### src/rtl/jamma_pkg.sv
// Shared definitions for the JAMMA input scanner: scan states, select-width
// helper and the released (all ones) joystick pattern.
package jamma_pkg;

   typedef enum logic {
      ST_SETTLE = 1'b0,
      ST_SAMPLE = 1'b1
   } scan_state_e;

   localparam logic [7:0] JOY_RELEASED = 8'hFF;

   function automatic int sel_w(input int num_players);
      return (num_players > 1) ? $clog2(num_players) : 1;
   endfunction

endpackage

### src/rtl/jamma_bit_debounce.sv
// Eight-bit debouncer for one JAMMA player: a bit flips only after
// DEBOUNCE_SCANS consecutive samples that disagree with its current value.
module jamma_bit_debounce
   import jamma_pkg::*;
#(
   parameter int  DEBOUNCE_SCANS = 3,
   localparam int DB_W           = $clog2(DEBOUNCE_SCANS + 1)
) (
   input  logic       pclk,
   input  logic       reset,
   input  logic       upd_i,
   input  logic [7:0] raw_i,
   output logic [7:0] joy_o
);

   localparam logic [DB_W-1:0] LAST_MISS = DB_W'(DEBOUNCE_SCANS - 1);

   logic [7:0]      joy_q, joy_d;
   logic [DB_W-1:0] cnt_q [8];
   logic [DB_W-1:0] cnt_d [8];

   // NOTE: every always_comb output gets a default first, so no path leaves it unassigned and no latch is inferred.
   always_comb begin
      joy_d = joy_q;
      cnt_d = cnt_q;
      if (upd_i) begin
         for (int b = 0; b < 8; b++) begin
            if (raw_i[b] == joy_q[b]) begin
               cnt_d[b] = '0;
            end else if (cnt_q[b] == LAST_MISS) begin
               joy_d[b] = raw_i[b];
               cnt_d[b] = '0;
            end else begin
               cnt_d[b] = cnt_q[b] + DB_W'(1);
            end
         end
      end
   end

   // NOTE: the counter array is plain flops, not RAM, so it is reset along with the rest of the state.
   always_ff @(posedge pclk or posedge reset) begin
      if (reset) begin
         joy_q <= JOY_RELEASED;
         for (int b = 0; b < 8; b++) cnt_q[b] <= '0;
      end else begin
         joy_q <= joy_d;
         cnt_q <= cnt_d;
      end
   end

   assign joy_o = joy_q;

endmodule

### src/rtl/jamma_input_scanner.sv
// Time-multiplexed JAMMA player scanner merging keyboard joystick bits.
// Define JAMMA_INPUT_DEBOUNCE_EN to add per-bit debouncing.
module jamma_input_scanner
   import jamma_pkg::*;
#(
   parameter int  NUM_PLAYERS    = 2,
   parameter int  SETTLE_CYCLES  = 2,
   parameter int  DEBOUNCE_SCANS = 3,
   localparam int SEL_W          = sel_w(NUM_PLAYERS)
) (
   input  logic                     pclk,
   input  logic                     reset,
   input  logic                     ena_i,
   input  logic [7:0]               jjoy_i,
   input  logic [NUM_PLAYERS*8-1:0] kbd_joy_i,
   output logic [SEL_W-1:0]         jselect_o,
   output logic [NUM_PLAYERS*8-1:0] joy_o,
   output logic                     scan_done_o
);

   localparam int               CNT_W    = (SETTLE_CYCLES > 1) ? $clog2(SETTLE_CYCLES) : 1;
   localparam logic [CNT_W-1:0] LAST_CNT = CNT_W'(SETTLE_CYCLES - 1);
   localparam logic [SEL_W-1:0] LAST_P   = SEL_W'(NUM_PLAYERS - 1);

   scan_state_e      state_q;
   logic [SEL_W-1:0] p_q;
   logic [CNT_W-1:0] cnt_q;
   logic             scan_done_q;
   logic [7:0]       raw;
   logic             sample_fire;

   assign raw         = jjoy_i & kbd_joy_i[8*p_q +: 8];
   assign sample_fire = ena_i && (state_q == ST_SAMPLE);

   // NOTE: sequential state uses non-blocking assignments so every flop samples pre-edge values.
   always_ff @(posedge pclk or posedge reset) begin
      if (reset) begin
         state_q     <= ST_SETTLE;
         p_q         <= '0;
         cnt_q       <= '0;
         scan_done_q <= 1'b0;
      end else if (ena_i) begin
         scan_done_q <= 1'b0;
         case (state_q)
            ST_SETTLE: begin
               if (cnt_q == LAST_CNT) state_q <= ST_SAMPLE;
               else                   cnt_q   <= cnt_q + CNT_W'(1);
            end
            ST_SAMPLE: begin
               cnt_q   <= '0;
               state_q <= ST_SETTLE;
               if (p_q == LAST_P) begin
                  p_q         <= '0;
                  scan_done_q <= 1'b1;
               end else begin
                  p_q <= p_q + SEL_W'(1);
               end
            end
            default: state_q <= ST_SETTLE;
         endcase
      end
   end

   assign jselect_o = p_q;
   // The pulse is held while disabled and shown on the next enabled cycle.
   assign scan_done_o = scan_done_q & ena_i;

`ifdef JAMMA_INPUT_DEBOUNCE_EN
   for (genvar g = 0; g < NUM_PLAYERS; g++) begin : g_db
      jamma_bit_debounce #(
         .DEBOUNCE_SCANS(DEBOUNCE_SCANS)
      ) u_db (
         .pclk  (pclk),
         .reset (reset),
         .upd_i (sample_fire && (p_q == SEL_W'(g))),
         .raw_i (raw),
         .joy_o (joy_o[8*g +: 8])
      );
   end
`else
   logic [NUM_PLAYERS*8-1:0] joy_q;

   always_ff @(posedge pclk or posedge reset) begin
      if (reset)            joy_q                <= {NUM_PLAYERS{JOY_RELEASED}};
      else if (sample_fire) joy_q[8*p_q +: 8] <= raw;
   end

   assign joy_o = joy_q;
`endif

endmodule

### config.mk
export PLATFORM = sky130hd
export DESIGN_NAME = jamma_input_scanner
export DESIGN_NICKNAME = d
export VERILOG_FILES = /design/src/rtl/jamma_pkg.sv /design/src/rtl/jamma_bit_debounce.sv /design/src/rtl/jamma_input_scanner.sv
export SDC_FILE = /design/constraint.sdc
export NUM_CORES = 1
export LEC_CHECK = 0
export CAP_MARGIN = 20
export CORE_AREA = 2 2 54 56
export CTS_CLUSTER_DIAMETER = 100
export DETAILED_ROUTE_END_ITERATION = 8
export DIE_AREA = 0 0 56 58
export GPL_ROUTABILITY_DRIVEN = 0
export PLACE_DENSITY = 0.71
export SYNTH_ARGS = -nofsm -noshare
export SYNTH_HDL_FRONTEND = slang
export SYNTH_HIERARCHICAL = 1
export SYNTH_SLANG_ARGS = --single-unit
### constraint.sdc
create_clock -name pclk -period 2 [get_ports pclk]
set_input_delay 0.2 -clock pclk [delete_from_list [all_inputs] [get_ports pclk]]
set_output_delay 0.2 -clock pclk [all_outputs]
set_load 0.01 [all_outputs]
==> impl_metrics.ini <==
[status]
status = completed

[grt]
grt_util_all_layers_pct = 12.1
antenna_found_initial = 0
grt_max_degree = 21
grt_pass1_wl_um = 3060
gr-total-overflow = 0
grt_pass1_vias = 723

[logic_synthesis]
synth_seq_area_share_pct = 58.1
ys_ff_latch = 20
synthSimpleGateAreaFrac_pct = 10.1
synth-compound-area-share_pct = 1.82
synth_top_family_by_area = multiplexers
syn_area_um2 = 896
synth_fp_nets = 108
synth_xor_xnor_area_share_pct = 0.978
yosys_warnings = 6
avgSynthCellArea_um2 = 11.1
synthAdderAreaFrac_pct = 0
synth_cells = 81
synth_cell_types = 12
synthMuxAreaShare_pct = 19.0

[power_and_ir_drop]
swShare_pct = 28.6
p_clk_share_pct = 13.5
power_density_mw_per_mm2 = 1200
p_comb_share_pct = 41.2
peakVddDrop_mv = 0.670
power.total_mw = 1.69
p_sw_uw = 482
p_leak_nw = 0.588
seq_power_share_pct = 45.3
power.internal_mw = 1.20

[cells_and_area]
area_growth_pct = 56.7
stdcell_count = 160
diodes = 0
final_core_util_pct = 52.7
drive_gt1_share_pct = 18.6
fin_nets = 157
stdcell_area_mm2 = 0.00140

[setup_path]
worstPathArrival_ns = 1.49
path_class = input port to output port
end_kind = output port
critical_path_required_ns = 1.80
critical_path.startpoint_type = input port
max_stage_delay_ns = 0.59
cp_slowest_cell = clkdlybuf4s50_1
crit_chain = clkdlybuf4s50_1 > and2_2 > clkdlybuf4s50_1
cpMostUsedCell = clkdlybuf4s50_1
cp_max_fo = 8

[die]
row_count = 19
initial_core_util_pct = 33.6
die_y_um = 58
die_area_mm2 = 0.00325
coreArea_mm2 = 0.00266
io_pins = 45
dieWidth_um = 56

[routing]
ant_nets = 0
vias_per_cell = 4.26
wl_per_cell_um = 11.7
drc = 0
vias = 681
drtPass1Iterations = 2
routed_wl_um = 1880
drt_iter0_drc = 10

[sta]
skew_ns = 0.00176
slew-limit-headroom_pct = 51.1
hold_violations = 0
setup_viol = 0
min_period_over_period_pct = 84.4
drv_slew = 0
hold_slack_ns = 0.318
fmax_mhz = 593
tns_ns = 0
fin_ws_ns = 0.313
fin_crit_ns = 1.69
tightestPinTransition_ns = 0.732
rsz0062_at_grt = no

[clock_tree]
h-tree-depth = 1
cts_resized = 0
cts_tree = done
clk_latency_ns = 0.29
root_buffer = clkbuf_4
clkSlewWorstSetupHoldPaths_ns = 0.11
max-clock-path-buffers = 2
cts_buffers = 3
post_cts_buffers = 0
cts_hold_buf = 0
clock-sinks = 20

[place]
placed_area_mm2 = 0.00137
dp_slack_ns = 0.311
dp_hpwl_um = 1520
portBuffers = 44
dpl.cell_count = 156

[run]
maxCapViolCount = 0

[hold_path]
min_path_type = input port to asynchronous set/reset pin
-- logic make-up (layout without fill, tap and decap cells) --
| kind of cell | count (synthesis) | in the layout |
|---|---|---|
| AO/OA/AOI/OAI | 2 | 2 |
| buffers and inverters | 20 | 68 |
| XOR/XNOR | 1 | 1 |
| multiplexers | 17 | 17 |
| AND/OR/NAND/NOR | 21 | 21 |
| flip-flops | 20 | 20 |
-- critical path: cells and delay by family --
| family | cells | cell delay, ns |
|---|---|---|
| AND/OR/NAND/NOR | 1 | 0.18 |
| buffers and inverters | 2 | 1.11 |
-- metal layers --
metal	part of all wire [%]	GRT usage (%)	wire, µm	up-vias
li1	-	-	-	343
met1	41	13.0	776	314
met2	52	22.9	977	22
met3	5.2	3.35	97	2
met4	1.4	4.08	27	0
met5	0	0	0	-
-- cell type report --
type / count / area, µm²
Fill cell: 252 / 1260
Clock buffer: 4 / 36.3
Tap cell: 31 / 38.8
Timing Repair Buffer: 46 / 455
Sequential cell: 20 / 520
Multi-Input combinational cell: 41 / 285
Inverter: 18 / 67.6
-- cell usage after synthesis --
library cell	n	area (µm²)
and2_2	1	7.51
dfrtp_1	4	100
and3b_1	1	8.76
nand2_1	18	67.6
o21a_1	1	7.51
a21o_2	1	8.76
and3_1	1	6.26
buf_6	2	22.5
xnor2_1	1	8.76
inv_1	18	67.6
mux2i_1	17	170
dfstp_2	16	420
-- power by group through the flow --
stage	logic (mW)	clock network [mW]	registers, mW
final	0.695	0.227	0.764
after global routing	0.752	0.255	0.788
after CTS	0.710	0.236	0.769
after detailed placement	0.707	0	0.772
after global placement	0.686	0	0.770
after floorplan	0.219	0	0.846
-- placed cells by master (no fill, tap or decap) --
cell	n
clkbuf_4	3
nand2_1	18
inv_1	18
and3b_1	1
and3_1	1
mux2i_1	17
o21a_1	1
clkdlybuf4s50_1	44
dfstp_2	16
and2_2	1
buf_4	2
dfrtp_1	4
a21o_2	1
clkbuf_8	1
xnor2_1	1
-- flip-flops by register name, summed over array words and instances, names as in the netlist --
signal / cells
cnt_q: 1
scan_done_q: 1
joy_o: 16
state_q: 1
jselect_o: 1
-- worst paths after layout --
kind,startpoint,end,slack (ns),cells past startpoint
hold / removal,reset,jselect_o$_DFFE_PP0N_,0.32,2
setup reg to reg,state_q$_DFFE_PP0P_,joy_o[15]$_DFFE_PP1P_,0.76,2
setup / recovery,ena_i,scan_done_o,0.31,3
hold reg to reg,joy_o[1]$_DFFE_PP1P_,joy_o[1]$_DFFE_PP1P_,0.47,2
min in group pclk,kbd_joy_i[5],joy_o[5]$_DFFE_PP1P_,0.41,3
max in group asynchronous,reset,cnt_q$_DFFE_PP0P_,1.23,2
No activity file was read; power rests on OpenSTA's default activity.
